[src/rtl/traffic_phase_scheduler_pkg.sv]
// Shared types and helpers for the traffic phase scheduler: phase encoding,
// direction indices and sum/index width functions.
package traffic_pkg;

  typedef enum logic [1:0] {
    ALL_RED = 2'b00,
    GREEN   = 2'b01,
    YELLOW  = 2'b10
  } phase_t;

  localparam int DIR_N = 0;
  localparam int DIR_E = 1;
  localparam int DIR_S = 2;
  localparam int DIR_W = 3;

  // A direction sum needs room for every lane at full scale, and at least one extra bit.
  function automatic int sum_width(input int cnt_w, input int lanes);
    int w;
    w = cnt_w + $clog2(lanes);
    if (w < cnt_w + 1) w = cnt_w + 1;
    return w;
  endfunction

  function automatic int idx_width(input int n);
    return (n > 1) ? $clog2(n) : 1;
  endfunction

endpackage

[src/rtl/traffic_phase_scheduler_dir_max_select.sv]
// Combinational max/argmax over NUM_DIRS direction sums; masked directions are
// skipped and the lowest index wins ties. All-zero or all-masked yields index 0, sum 0.
module dir_max_select
  import traffic_pkg::*;
#(
  parameter int NUM_DIRS = 4,
  parameter int SUM_W    = 9,
  parameter int IDX_W    = idx_width(NUM_DIRS)
) (
  input  logic [NUM_DIRS*SUM_W-1:0] i_sums,
  input  logic [NUM_DIRS-1:0]       i_excl,
  output logic [IDX_W-1:0]          o_max_idx,
  output logic [SUM_W-1:0]          o_max_sum
);

  // Strict greater-than keeps the earlier (lower) index on equal sums.
  always_comb begin
    o_max_idx = '0;
    o_max_sum = '0;
    for (int d = 0; d < NUM_DIRS; d++) begin
      if (!i_excl[d] && (i_sums[d*SUM_W +: SUM_W] > o_max_sum)) begin
        o_max_idx = IDX_W'(d);
        o_max_sum = i_sums[d*SUM_W +: SUM_W];
      end
    end
  end

endmodule

[src/rtl/traffic_phase_scheduler.sv]
// Two-stage lane-sum/winner pipeline feeding a GREEN/YELLOW/ALL_RED phase FSM.
// Optional starvation override is enabled with the TPS_STARVATION_EN macro.
module traffic_phase_scheduler
  import traffic_pkg::*;
#(
  parameter int NUM_DIRS      = 4,
  parameter int LANES_PER_DIR = 2,
  parameter int CNT_W         = 8,
  parameter int MIN_GREEN     = 8,
  parameter int MAX_GREEN     = 32,
  parameter int YELLOW_CYC    = 3
`ifdef TPS_STARVATION_EN
  , parameter int STARVE_LIMIT = 64
`endif
) (
  input  logic                                    clk,
  input  logic                                    rst,
  input  logic                                    sample_valid,
  input  logic [NUM_DIRS*LANES_PER_DIR*CNT_W-1:0] lane_cnt,
  output logic [NUM_DIRS-1:0]                     green_oh,
  output logic [NUM_DIRS-1:0]                     yellow_oh,
  output logic [1:0]                              phase,
  output logic                                    switch_pulse
);

  localparam int SUM_W  = sum_width(CNT_W, LANES_PER_DIR);
  localparam int IDX_W  = idx_width(NUM_DIRS);
  localparam int TMR_W  = $clog2(MAX_GREEN + 1);
  localparam int YCNT_W = (YELLOW_CYC > 1) ? $clog2(YELLOW_CYC) : 1;

  logic [NUM_DIRS-1:0][SUM_W-1:0] w_lane_sum;
  logic [NUM_DIRS-1:0][SUM_W-1:0] r_sum;
  logic                           r_sum_vld;
  logic [IDX_W-1:0]               w_dem_idx, w_alt_idx, r_win_idx;
  logic [SUM_W-1:0]               w_dem_sum, w_alt_sum, r_win_sum;
  logic                           r_win_valid;

  phase_t                         r_state;
  logic [IDX_W-1:0]               r_cur, r_target;
  logic [TMR_W-1:0]               r_timer, w_elapsed;
  logic [YCNT_W-1:0]              r_ycnt;
  logic [NUM_DIRS-1:0]            r_green_oh, r_yellow_oh, w_cur_oh, w_target_oh;
  logic                           r_switch_pulse;
  logic                           w_min_ok, w_demand, w_maxg, w_starve;
  logic [IDX_W-1:0]               w_starve_idx;

  always_comb begin
    w_lane_sum = '0;
    for (int d = 0; d < NUM_DIRS; d++)
      for (int l = 0; l < LANES_PER_DIR; l++)
        w_lane_sum[d] = w_lane_sum[d] + SUM_W'(lane_cnt[(d*LANES_PER_DIR+l)*CNT_W +: CNT_W]);
  end

  always_ff @(posedge clk) begin
    if (rst) begin
      r_sum       <= '0;
      r_sum_vld   <= 1'b0;
      r_win_idx   <= '0;
      r_win_sum   <= '0;
      r_win_valid <= 1'b0;
    end else begin
      if (sample_valid) begin
        r_sum     <= w_lane_sum;
        r_sum_vld <= 1'b1;
      end
      r_win_idx   <= w_dem_idx;
      r_win_sum   <= w_dem_sum;
      r_win_valid <= r_sum_vld;
    end
  end

  dir_max_select #(.NUM_DIRS(NUM_DIRS), .SUM_W(SUM_W), .IDX_W(IDX_W)) u_demand_sel (
    .i_sums    (r_sum),
    .i_excl    ({NUM_DIRS{1'b0}}),
    .o_max_idx (w_dem_idx),
    .o_max_sum (w_dem_sum)
  );

  dir_max_select #(.NUM_DIRS(NUM_DIRS), .SUM_W(SUM_W), .IDX_W(IDX_W)) u_alt_sel (
    .i_sums    (r_sum),
    .i_excl    (w_cur_oh),
    .o_max_idx (w_alt_idx),
    .o_max_sum (w_alt_sum)
  );

  assign w_cur_oh    = NUM_DIRS'(1) << r_cur;
  assign w_target_oh = NUM_DIRS'(1) << r_target;

  // Timing checks use the post-increment count, so GREEN lasts exactly MIN_GREEN
  // (or MAX_GREEN) cycles including its entry cycle.
  assign w_elapsed = (r_timer >= TMR_W'(MAX_GREEN)) ? TMR_W'(MAX_GREEN) : r_timer + 1'b1;
  assign w_min_ok  = (w_elapsed >= TMR_W'(MIN_GREEN));
  assign w_demand  = w_min_ok && r_win_valid && (r_win_idx != r_cur) && (r_win_sum > r_sum[r_cur]);
  assign w_maxg    = (w_elapsed == TMR_W'(MAX_GREEN)) && (w_alt_sum != '0);

`ifdef TPS_STARVATION_EN
  localparam int WAIT_W = $clog2(STARVE_LIMIT + 1);

  logic [NUM_DIRS-1:0][WAIT_W-1:0] r_wait;
  logic                            w_starve_hit;

  always_ff @(posedge clk) begin
    if (rst) begin
      r_wait <= '0;
    end else begin
      for (int d = 0; d < NUM_DIRS; d++) begin
        if (r_state == GREEN && IDX_W'(d) == r_cur)
          r_wait[d] <= '0;
        else if (r_sum[d] != '0 && r_wait[d] != WAIT_W'(STARVE_LIMIT))
          r_wait[d] <= r_wait[d] + 1'b1;
      end
    end
  end

  // Scan high-to-low so the lowest starved index is the one left standing.
  always_comb begin
    w_starve_hit = 1'b0;
    w_starve_idx = '0;
    for (int d = NUM_DIRS - 1; d >= 0; d--) begin
      if (r_wait[d] == WAIT_W'(STARVE_LIMIT) && IDX_W'(d) != r_cur) begin
        w_starve_hit = 1'b1;
        w_starve_idx = IDX_W'(d);
      end
    end
  end

  assign w_starve = w_min_ok && w_starve_hit;
`else
  assign w_starve     = 1'b0;
  assign w_starve_idx = '0;
`endif

  always_ff @(posedge clk) begin
    if (rst) begin
      r_state        <= ALL_RED;
      r_cur          <= '0;
      r_target       <= '0;
      r_timer        <= '0;
      r_ycnt         <= '0;
      r_green_oh     <= '0;
      r_yellow_oh    <= '0;
      r_switch_pulse <= 1'b0;
    end else begin
      r_switch_pulse <= 1'b0;
      unique case (r_state)
        ALL_RED: begin
          r_state        <= GREEN;
          r_cur          <= r_target;
          r_timer        <= '0;
          r_green_oh     <= w_target_oh;
          r_switch_pulse <= 1'b1;
        end
        GREEN: begin
          r_timer <= w_elapsed;
          if (w_starve || w_demand || w_maxg) begin
            if (w_starve)      r_target <= w_starve_idx;
            else if (w_demand) r_target <= r_win_idx;
            else               r_target <= w_alt_idx;
            r_state     <= YELLOW;
            r_green_oh  <= '0;
            r_yellow_oh <= w_cur_oh;
            r_ycnt      <= '0;
          end
        end
        YELLOW: begin
          if (r_ycnt == YCNT_W'(YELLOW_CYC - 1)) begin
            r_state     <= ALL_RED;
            r_yellow_oh <= '0;
          end else begin
            r_ycnt <= r_ycnt + 1'b1;
          end
        end
        default: r_state <= ALL_RED;
      endcase
    end
  end

  assign green_oh     = r_green_oh;
  assign yellow_oh    = r_yellow_oh;
  assign phase        = r_state;
  assign switch_pulse = r_switch_pulse;

endmodule

[config.mk]
export PLATFORM = sky130hd
export DESIGN_NAME = traffic_phase_scheduler
export DESIGN_NICKNAME = d
export VERILOG_FILES = /design/src/rtl/traffic_phase_scheduler_pkg.sv /design/src/rtl/traffic_phase_scheduler_dir_max_select.sv /design/src/rtl/traffic_phase_scheduler.sv
export SDC_FILE = /design/constraint.sdc
export NUM_CORES = 1
export LEC_CHECK = 0
export CORE_UTILIZATION = 58
export CTS_CLUSTER_SIZE = 14
export DETAILED_ROUTE_END_ITERATION = 8
export PLACE_DENSITY = 0.82
export SYNTH_ARGS = -nofsm -noshare
export SYNTH_HDL_FRONTEND = slang
export SYNTH_HIERARCHICAL = 1
export SYNTH_SLANG_ARGS = --single-unit
[constraint.sdc]
create_clock -name clk -period 10.7 [get_ports clk]
set_clock_uncertainty 0.2 [all_clocks]
set_input_delay 1.07 -clock clk [delete_from_list [all_inputs] [get_ports clk]]
set_output_delay 1.07 -clock clk [all_outputs]
set_load 0.1 [all_outputs]
# [Word-level counts from Yosys, hierarchy flattened]
# Index checks and enable logic that the tools add are counted.
[word_totals] ff_bits=72 latchBits=0 ram_bits=0 rom_bits=0 in_bits=67 output_inout_bits=11 word_cells=96 memories=0
[classes] n_addsub=6 multipliers=0 div=0 magnitude_cmp=11 eq_ne=8 shifts=2 n_mux=31 bitwise=0 n_reduce_logical=22
[ops] cell="2-to-1 mux 9 bit" count=9
[ops] cell="greater-than comparator 9 bit" count=7
[ops] cell="adder 8 x 8 -> 9 bit" count=4
[ops] cell="binary-select mux 9 bit (select 2 bit)" count=1
[ops] cell="2-to-1 mux 2 bit" count=9
[ops] cell="case mux 4 bit (2 select lines)" count=2
[ops] cell="2-to-1 mux 4 bit" count=3
[ops] cell="case mux 6 bit (2 select lines)" count=1
[ops] cell="greater-than comparator 9 x 1 -> 1 bit, second input constant" count=1
[ops] cell="nonzero test 9 bit" count=1
[ops] cell="logical AND 1 bit" count=8
[ops] cell="<< shifter 1 x 2 -> 4 bit, first input constant" count=2
[ops] cell="adder 6 x 1 -> 6 bit, second input constant" count=1
[ops] cell="== test 6 bit, second input constant" count=1
[ops] cell=">= comparator 6 x 4 -> 1 bit, second input constant" count=1
[ops] cell=">= comparator 6 bit, second input constant" count=1
[ops] cell="2-to-1 mux 6 bit" count=1
[ops] cell="inequality test 2 bit, second input constant" count=3
[ops] cell="case mux 2 bit (3 select lines)" count=1
[ops] cell="AND reduction 2 bit" count=3
[ops] cell="AND reduction 3 bit" count=2
[ops] cell="== test 2 bit, second input constant" count=2
[ops] cell="zero test 1 bit" count=4
[ops] cell="case mux 2 bit (2 select lines)" count=1
[ops] cell="8 further kinds" count=11

# [Longest topological paths before layout]
# Gate-level depths: netlist of run 1.
[logic_depth] word_depth=18 depth_mapped=40 ltp_nobuf=34

# [Cells and area by module]
# Netlist of run 1, hierarchy kept.
[by_module_without_submodules] module="traffic_phase_scheduler" n_inst=1 cells_per_inst=501 area_per_inst_um2=4388.0 seq_area_each_um2=1441.4
[by_module_without_submodules] module="dir_max_select at u_alt_sel" n_inst=1 cells_per_inst=173 area_per_inst_um2=1204.9 seq_area_each_um2=0.0
[by_module_without_submodules] module="dir_max_select at u_demand_sel" n_inst=1 cells_per_inst=150 area_per_inst_um2=1108.6 seq_area_each_um2=0.0

# [Worst setup path before layout of run 1]
# Ideal clock, no wire load.
[synth_path] kind="flip-flop to flip-flop" startpoint="register r_cur[0]" endpoint="register r_yellow_oh[2], in the netlist yellow_oh[2]" setup_time_ns=0.101 arrival_ns=7.102 required_time_ns=10.399 path_slack_ns=3.297 stages_incl_launch_ff=38 path_buffers=5 period_less_slack_ns=7.403 path_cell_list="dfxtp_1 > buf_6 > clkbuf_1 > nor2_1 > a31oi_1 > nand2_1 > ha_1 > and4_4 > and3b_4 > a2111oi_2 > nor2_1 > clkbuf_1 > o21ai_0 > inv_1 > ha_1 > nand4_1 > nor2_1 > and3_1 > [... 2 more ...] > nand3_2 > nor2_8 > mux2i_1 > ha_1 > nor2b_1 > o21a_1 > o21a_1 > o21a_1 > o21ai_0 > a211oi_1 > clkbuf_1 > a211oi_1 > nor3_1 > nor4_1 > a31oi_1 > a22oi_4 > buf_8 > o41ai_1"
[synth_via] elab_chain_cells=18 word_cells_on_any_way=29 cone_classes="order compare: 4; eq/ne: 2; shift: 1; mux: 8; reduce/logical: 14"
[synth_rtl] element="from (decl)" line="traffic_phase_scheduler.sv:39" source="logic [IDX_W-1:0] r_cur, r_target;"
[synth_rtl] element="from (signal assigned)" line="traffic_phase_scheduler.sv:148" source="r_cur <= r_target;"
[synth_rtl] element="<< shifter 1 x 2 -> 4 bit (*)" line="traffic_phase_scheduler.sv:86" source="assign w_cur_oh = NUM_DIRS'(1) << r_cur;"
[synth_rtl] element="net w_cur_oh[0]" line="traffic_phase_scheduler.sv:42" source="logic [NUM_DIRS-1:0] r_green_oh, r_yellow_oh, w_cur_oh, w_target_oh;"
[synth_rtl] element="zero test 1 bit (*)" line="traffic_phase_scheduler_dir_max_select.sv:21" source="if (!i_excl[d] && (i_sums[d*SUM_W +: SUM_W] > o_max_sum)) begin"
[synth_rtl] element="logical AND 1 bit (*)" line="traffic_phase_scheduler_dir_max_select.sv:21"
[synth_rtl] element="2-to-1 mux 9 bit (*)" line="traffic_phase_scheduler_dir_max_select.sv:21"
[synth_rtl] element="greater-than comparator 9 bit" line="traffic_phase_scheduler_dir_max_select.sv:21"
[synth_rtl] element="logical AND 1 bit" line="traffic_phase_scheduler_dir_max_select.sv:21"
[synth_rtl] element="2-to-1 mux 9 bit (*)" line="traffic_phase_scheduler_dir_max_select.sv:21"
[synth_rtl] element="[... 4 more ...]"
[synth_rtl] element="logical AND 1 bit" line="traffic_phase_scheduler_dir_max_select.sv:21"
[synth_rtl] element="2-to-1 mux 9 bit (*)" line="traffic_phase_scheduler_dir_max_select.sv:21"
[synth_rtl] element="net w_alt_sum[7]" line="traffic_phase_scheduler.sv:35" source="logic [SUM_W-1:0] w_dem_sum, w_alt_sum, r_win_sum;"
[synth_rtl] element="nonzero test 9 bit (*)" line="traffic_phase_scheduler.sv:94" source="assign w_maxg = (w_elapsed == TMR_W'(MAX_GREEN)) && (w_alt_sum != '0);"
[synth_rtl] element="logical AND 1 bit (*)" line="traffic_phase_scheduler.sv:94"
[synth_rtl] element="logical OR 1 bit (*)" line="traffic_phase_scheduler.sv:155" source="if (w_starve || w_demand || w_maxg) begin"
[synth_rtl] element="inequality test 2 bit (no line) (*)"
[synth_rtl] element="AND reduction 3 bit (no line) (*)"
[synth_rtl] element="to (signal assigned)" line="traffic_phase_scheduler.sv:161" source="r_yellow_oh <= w_cur_oh;"
[synth_rtl] element="to (decl)" line="traffic_phase_scheduler.sv:42"
# The timed path passes the listed nets; every way through them passes the cells marked *. The select of a mux whose other input is x is not followed.
# A chain may end at the register's enable or synchronous reset.

# [Worst setup path in the final report of run 1]
[layout_path] startpoint="register r_cur[0]" endpoint="register r_target[1]"
[layout_via] elab_chain_cells=17 word_cells_on_any_way=29 cone_classes="order compare: 4; eq/ne: 1; shift: 1; mux: 9; reduce/logical: 14"
[layout_rtl] element="<< shifter 1 x 2 -> 4 bit (*)" line="traffic_phase_scheduler.sv:86"
[layout_rtl] element="net w_cur_oh[0]" line="traffic_phase_scheduler.sv:42"
[layout_rtl] element="zero test 1 bit (*)" line="traffic_phase_scheduler_dir_max_select.sv:21"
[layout_rtl] element="logical AND 1 bit (*)" line="traffic_phase_scheduler_dir_max_select.sv:21"
[layout_rtl] element="2-to-1 mux 9 bit (*)" line="traffic_phase_scheduler_dir_max_select.sv:21"
[layout_rtl] element="greater-than comparator 9 bit" line="traffic_phase_scheduler_dir_max_select.sv:21"
[layout_rtl] element="logical AND 1 bit" line="traffic_phase_scheduler_dir_max_select.sv:21"
[layout_rtl] element="2-to-1 mux 9 bit (*)" line="traffic_phase_scheduler_dir_max_select.sv:21"
[layout_rtl] element="[... 3 more ...]"
[layout_rtl] element="greater-than comparator 9 bit" line="traffic_phase_scheduler_dir_max_select.sv:21"
[layout_rtl] element="logical AND 1 bit" line="traffic_phase_scheduler_dir_max_select.sv:21"
[layout_rtl] element="2-to-1 mux 9 bit (*)" line="traffic_phase_scheduler_dir_max_select.sv:21"
[layout_rtl] element="net w_alt_sum[4]" line="traffic_phase_scheduler.sv:35"
[layout_rtl] element="nonzero test 9 bit (*)" line="traffic_phase_scheduler.sv:94"
[layout_rtl] element="logical AND 1 bit (*)" line="traffic_phase_scheduler.sv:94"
[layout_rtl] element="logical OR 1 bit (*)" line="traffic_phase_scheduler.sv:155"
[layout_rtl] element="AND reduction 2 bit (no line) (*)"
[layout_rtl] element="to (signal assigned)" line="traffic_phase_scheduler.sv:156" source="if (w_starve) r_target <= w_starve_idx;"
[layout_rtl] element="to (signal assigned)" line="traffic_phase_scheduler.sv:157" source="else if (w_demand) r_target <= r_win_idx;"
[layout_rtl] element="to (signal assigned)" line="traffic_phase_scheduler.sv:158" source="else r_target <= w_alt_idx;"
[layout_rtl] element="to (decl)" line="traffic_phase_scheduler.sv:39"
# Marks and branches as above.

==> results of run 1 <==
-- power by group --
group / leakage [nW] / internal, W / switching [W]
registers: 0.590 / 0.000290 / 0.0000401
clock network: 0.131 / 0.000161 / 0.000129
logic: 2.48 / 0.000246 / 0.000314
total: 3.20 / 0.000697 / 0.000483
-- cells by family (layout without fill, tap and decap cells) --
| logic type | after synthesis | count (layout) | share of synthesized area |
|---|---|---|---|
| simple gates | 291 | 291 | 0.225 |
| compound gates | 202 | 202 | 0.209 |
| buf+inv | 106 | 174 | 0.0642 |
| fa+ha+maj | 100 | 100 | 0.191 |
| flops | 72 | 72 | 0.215 |
| mux | 42 | 42 | 0.0818 |
| xor+xnor | 10 | 10 | 0.0131 |
| other cells | 1 | 13 | 0.000560 |
-- state kept, by name, indices dropped and copies added, names as in the netlist --
| name | cells |
|---|---|
| switch_pulse | 1 |
| r_sum | 36 |
| r_win_valid | 1 |
| r_win_idx | 2 |
| green_oh | 4 |
| r_win_sum | 9 |
| r_target | 2 |
| phase | 2 |
| r_cur | 2 |
| r_timer | 6 |
| r_ycnt | 2 |
| yellow_oh | 4 |
| r_sum_vld | 1 |
-- synthesized netlist by cell type (all sizes together), types with 7 or more instances --
| cell | n | area share |
|---|---|---|
| ha | 96 | 0.18 |
| nor2 | 85 | 0.050 |
| inv | 77 | 0.043 |
| dfxtp | 72 | 0.22 |
| nand2 | 56 | 0.031 |
| a21oi | 51 | 0.039 |
| o21ai | 41 | 0.031 |
| nor3 | 32 | 0.024 |
| nor2b | 27 | 0.025 |
| mux2i | 21 | 0.031 |
| nand3 | 21 | 0.017 |
| clkbuf | 17 | 0.0095 |
| a21o | 16 | 0.018 |
| nand2b | 15 | 0.014 |
| a211oi | 14 | 0.016 |
| buf | 12 | 0.012 |
| mux2 | 12 | 0.020 |
| nor3b | 10 | 0.011 |
| nor4 | 10 | 0.0093 |
| mux4 | 9 | 0.030 |
| a31oi | 8 | 0.0075 |
| nand4 | 8 | 0.0097 |
| o21a | 8 | 0.0090 |
| a211o | 7 | 0.0091 |
-- layout make-up --
| class | instances | area share |
|---|---|---|
| clock buffers | 9 | 0.0286 |
| flip-flops and latches | 72 | 0.183 |
| well taps | 140 | 0.0223 |
| clock inverters | 7 | 0.00763 |
| multi-input cells | 658 | 0.620 |
| inverters | 77 | 0.0367 |
| repair buffers | 81 | 0.101 |
-- worst min-delay path by stage --
stage / startpoint / end / slack [ns] / depth (start not counted)
2_1_floorplan: r_sum_vld$_SDFFE_PP0P_ / r_sum_vld$_SDFFE_PP0P_ / 0.23 / 2
3_3_place_gp: r_sum_vld$_SDFFE_PP0P_ / r_sum_vld$_SDFFE_PP0P_ / 0.24 / 2
3_5_place_dp: r_sum_vld$_SDFFE_PP0P_ / r_sum_vld$_SDFFE_PP0P_ / 0.25 / 2
4_1_cts: r_sum_vld$_SDFFE_PP0P_ / r_win_valid$_SDFF_PP0_ / 0.27 / 1
5_1_grt: r_sum_vld$_SDFFE_PP0P_ / r_win_valid$_SDFF_PP0_ / 0.27 / 1
6_report: r_sum_vld$_SDFFE_PP0P_ / r_sum_vld$_SDFFE_PP0P_ / 0.27 / 2
-- worst max-delay path: cells and delay by family (launching register included) --
family                   cells  cell delay [ns]
flip-flops                   1             0.84
adder cells (fa/ha/maj)      3             0.91
AND/OR/NAND/NOR             14             2.96
multiplexers                 1             0.22
buffers and inverters        3             0.38
AO/OA/AOI/OAI               14             3.08
-- metrics by stage --
step	util	hold slack [ns]	instances	power, W	setup WS [ns]
after floorplan	-	0.227	836	0.000737	3.30
after global placement	0.687	0.238	1028	0.000864	2.48
after detailed placement	0.687	0.255	1028	0.000879	2.20
after CTS	0.713	0.266	1044	0.00117	2.17
after global routing	0.713	0.275	1044	0.00125	1.37
final	0.713	0.266	1044	0.00118	2.01
-- layer usage --
metal  up-vias  routed length [µm]  GRT usage
met5         -                   0          0
met4         0                 551      0.151
met3        48                1200     0.0456
met2       293                9220      0.581
met1      3050                8060      0.389
li1       3144                   -          -
==> flow_summary.yaml, run 1 <==
run_status:
  status: "finished clean"
route:
  drt_iter0_drc: 471
  wirelength_um: 19000
  via_count: 6535
  dr.pass1.iters: 7
  drt-wirelength-per-cell_um: 18.2
  routed_via_density: 6.26
  ant_nets: 0
  drcViolationCount: 0
setup_path:
  critPathLaunchType: "register"
  rrSetupSlack_ns: 2.01
  r2r-start: "r_cur[0]$_SDFFE_PP0P_"
  crit_fanout: 19
  r2r_cells: 35
  critical-path-max-stage-delay_ns: 0.84
  path_class: "register to register"
  crit_path_end_kind: "register"
  crit_end: "r_target[1]$_SDFFE_PP0P_"
  critPathLaunch: "r_cur[0]$_SDFFE_PP0P_"
  critPathSlowestCell: "dfxtp_1"
  arrival_ns: 8.74
  r2r-end: "r_target[1]$_SDFFE_PP0P_"
  worstPathRequired_ns: 10.75
timing:
  fin_setup_tns_ns: 0
  setup_viol: 0
  finalCritPeriodShare: 0.812
  slew_headroom: 0.153
  maxClockFrequency_ghz: 0.115
  hold_violations: 0
  min_period_ns: 8.69
  drv_slew: 0
  rsz0062_at_grt: "false"
  worst_pin_slew_ns: 1.26
yosys:
  syn_area_um2: 6700
  synth-seq-cells: 72
  synth-edff-count: 0
  ys_seq_area_frac: 0.215
  ys_types: 74
  synth_ff_type: "dfxtp_1"
  ys_async_sr_fraction: 0
  syn_area_per_cell_um2: 8.13
  synth_warnings: 6
  synthCells: 824
clocking:
  cts_htree_levels: 3
  clk_latency_ns: 0.34
  cts_hold_buf: 0
  cts_tree: "yes"
  root_buffer: "clkbuf_16"
  cts_setup_buffers: 0
  cts_resized: 0
  cts_made_buffers: 9
  path_clk_slew_ns: 0.07
  cts_buffer_depth: 2
  cts_sinks: 72
worst_hold_path:
  hold_path_class: "register to register"
final_layout:
  fin_area_um2: 7870
  layout_commonest_cell: "ha_1"
  antenna_cells: 0
  layout_common_cells: "ha_1 (96), nor2_1 (84), inv_1 (77)"
  multi_input_area_um2: 4880
  regArea_um2: 1440
  finalNetCount: 1066
  num-fill-cells: 859
  areaGrowthSynthToFinish_pct: 17.4
  drive_above_1_share: 0.0697
power_and_ir_drop:
  vdd_drop_max_v: 0.000118
  cellPowerDensity_nw_per_um2: 150
  leakagePower_nw: 3.20
floorplanning:
  die_h_um: 109
  dieArea_um2: 12000
  fp-row-count: 38
  ios: 78
  start_util: 0.608
  die_w_um: 109
  core-area_um2: 11000
global_route:
  grt_pass1_vias: 6465
  grt_max_degree: 88
  antenna_found_initial: 0
  grt_pass1_wl_um: 30400
  gr-total-overflow: 0
  track_usage: 0.328
placement:
  dpl_cell_area_um2: 7580
  hpwlAfterDp_um: 14800
  port_buffers: 77
  place.gp.congestion: 0.969
run:
  drv_cap: 0
Note: power is estimated with default switching activity, not from simulation.
==> inputs of run 2 (changes only) <==
- CORE_UTILIZATION: 58 -> 52
- PLACE_DENSITY: 0.82 -> 0.78
- clock period: 10.7 -> 7.8 ns (I/O delays scaled with it)
==> flow_summary.yaml, run 2 (same netlist as run 1, synthesis figures left out) <==
final_layout:
  antenna_cells: 0
  areaGrowthSynthToFinish_pct: 21.7
  fin_area_um2: 8150
  finish.utilization: 0.649
  layout_common_cells: "ha_1 (96), nor2_1 (82), inv_1 (77)"
  largestRegisters: "r_sum: 36 flops, r_win_sum: 9 flops, r_timer: 6 flops"
  largest_register_ff_count: 36
  layout_commonest_cell: "ha_1"
  finalNetCount: 1089
  drive_above_1_share: 0.0960
  top_register: "r_sum"
route:
  ant_nets: 0
  top_layer_used: "met4"
  met1_length_um: 7830
  dr.pass1.iters: 5
  drt-wirelength-per-cell_um: 16.9
  wl_met2_um: 8480
  drt_iter0_drc: 571
  routed_via_density: 6.00
  via_count: 6590
  route.met3.wl_um: 1600
  drcViolationCount: 0
  wirelength_um: 18500
power_and_ir_drop:
  cellPowerDensity_nw_per_um2: 209
  switchingPower_w: 0.000653
  vdd_drop_max_v: 0.0000995
  switching_share: 0.384
  p_clk_frac: 0.265
  pwr-share-seq: 0.260
  leakagePower_nw: 3.35
  power.total_w: 0.00170
  p_comb_frac: 0.475
  p_int_w: 0.00105
setup_path:
  critical-path-max-stage-delay_ns: 0.43
  path_class: "register to register"
  r2r-start: "r_sum[7]$_SDFFE_PP0P_"
  crit_path_end_kind: "register"
  r2r-end: "green_oh[3]$_SDFFE_PP0P_"
  arrival_ns: 7.34
  critPathLaunchType: "register"
  critPathSlowestCell: "dfxtp_1"
  worstPathRequired_ns: 7.87
  rrSetupSlack_ns: 0.53
  crit_fanout: 16
  r2r_cells: 35
timing:
  holdWs_ns: 0.267
  maxClockFrequency_ghz: 0.138
  worst_pin_slew_ns: 1.00
  slew_headroom: 0.331
  fin_setup_tns_ns: 0
  finalCritPeriodShare: 0.932
  rsz0062_at_grt: "false"
  setup_viol: 0
  hold_violations: 0
  min_period_ns: 7.27
  drv_slew: 0
clocking:
  root_buffer: "clkbuf_16"
  cts_made_buffers: 9
  path_clk_slew_ns: 0.06
  cts_htree_levels: 3
  cts_buffer_depth: 2
  cts_sinks: 72
  cts_tree: "yes"
  clk_latency_ns: 0.34
floorplanning:
  core-area_um2: 12600
  start_util: 0.533
  die_w_um: 116
  fp-row-count: 41
  dieArea_um2: 13300
  die_h_um: 116
  ios: 78
run_status:
  status: "finished clean"
global_route:
  gr-total-overflow: 0
  track_usage: 0.289
  grt_max_degree: 88
  grt_pass1_wl_um: 30000
  grt_pass1_vias: 6117
  antenna_found_initial: 0
placement:
  dpl_cell_area_um2: 7760
  hpwlAfterDp_um: 14200
  port_buffers: 77
  place.gp.congestion: 0.978
worst_hold_path:
  min_path_cells: 2
  hold_path_class: "register to register"
  min_to: "r_ycnt[0]$_SDFFE_PP0P_"
  hp-start: "r_ycnt[0]$_SDFFE_PP0P_"
run:
  drv_cap: 0
## run 2: timing repair
| action | in CTS | in global routing |
|---|---|---|
| setup endpoints to repair | 0 | 14 |
| resized for setup | 0 | 10 |
| setup buffers | 0 | 4 |
| hold buffers | 0 | 0 |
| endpoints found under the hold margin | 0 | 0 |
## run 2: worst max-delay path by stage
stage	to	start
CTS	r_target[1]$_SDFFE_PP0P_	r_sum[3]$_SDFFE_PP0P_
global placement	r_target[1]$_SDFFE_PP0P_	r_sum[3]$_SDFFE_PP0P_
global route	green_oh[1]$_SDFFE_PP0P_	r_sum[7]$_SDFFE_PP0P_
finish	green_oh[3]$_SDFFE_PP0P_	r_sum[7]$_SDFFE_PP0P_
detailed placement	r_target[1]$_SDFFE_PP0P_	r_sum[3]$_SDFFE_PP0P_
floorplan	yellow_oh[2]$_SDFFE_PP0P_	r_cur[0]$_SDFFE_PP0P_
## run 2: final cells by class
cell class	count	area, µm²
Multi-Input combinational cell	658	4920
Fill cell	1070	4410
Sequential cell	72	1440
Timing Repair Buffer	104	968
Inverter	77	289
Clock buffer	11	243
Tap cell	172	215
Clock inverter	5	80.1
## run 2: power by group through the flow
stage	sequential, W	combinational, W	clock [W]
6_report	0.000443	0.000808	0.000451
5_1_grt	0.000445	0.000891	0.000466
4_1_cts	0.000440	0.000775	0.000452
3_5_place_dp	0.000448	0.000769	0
3_3_place_gp	0.000447	0.000756	0
2_1_floorplan	0.000438	0.000573	0
## run 2: layer usage
metal	global-route usage	vias up
li1	-	3192
met4	0.109	0
met1	0.381	3033
met2	0.481	306
met3	0.0371	59
met5	0	-
## run 2: per-stage QoR
step	cells	setup WS, ns
4_1_cts	1095	0.0589
3_5_place_dp	1079	0.105
3_3_place_gp	1079	0.368
2_1_floorplan	836	0.397
5_1_grt	1099	0.0412
6_report	1099	0.531
## run 2: critical path: cells and delay by family, from the launching register on
kind	cells	cell delay (ns)
AOI/OAI and AO/OA	13	2.76
adders and majority gates	3	0.95
buffers and inverters	3	0.50
DFF	1	0.43
muxes	1	0.13
and+or+nand+nor	15	2.24
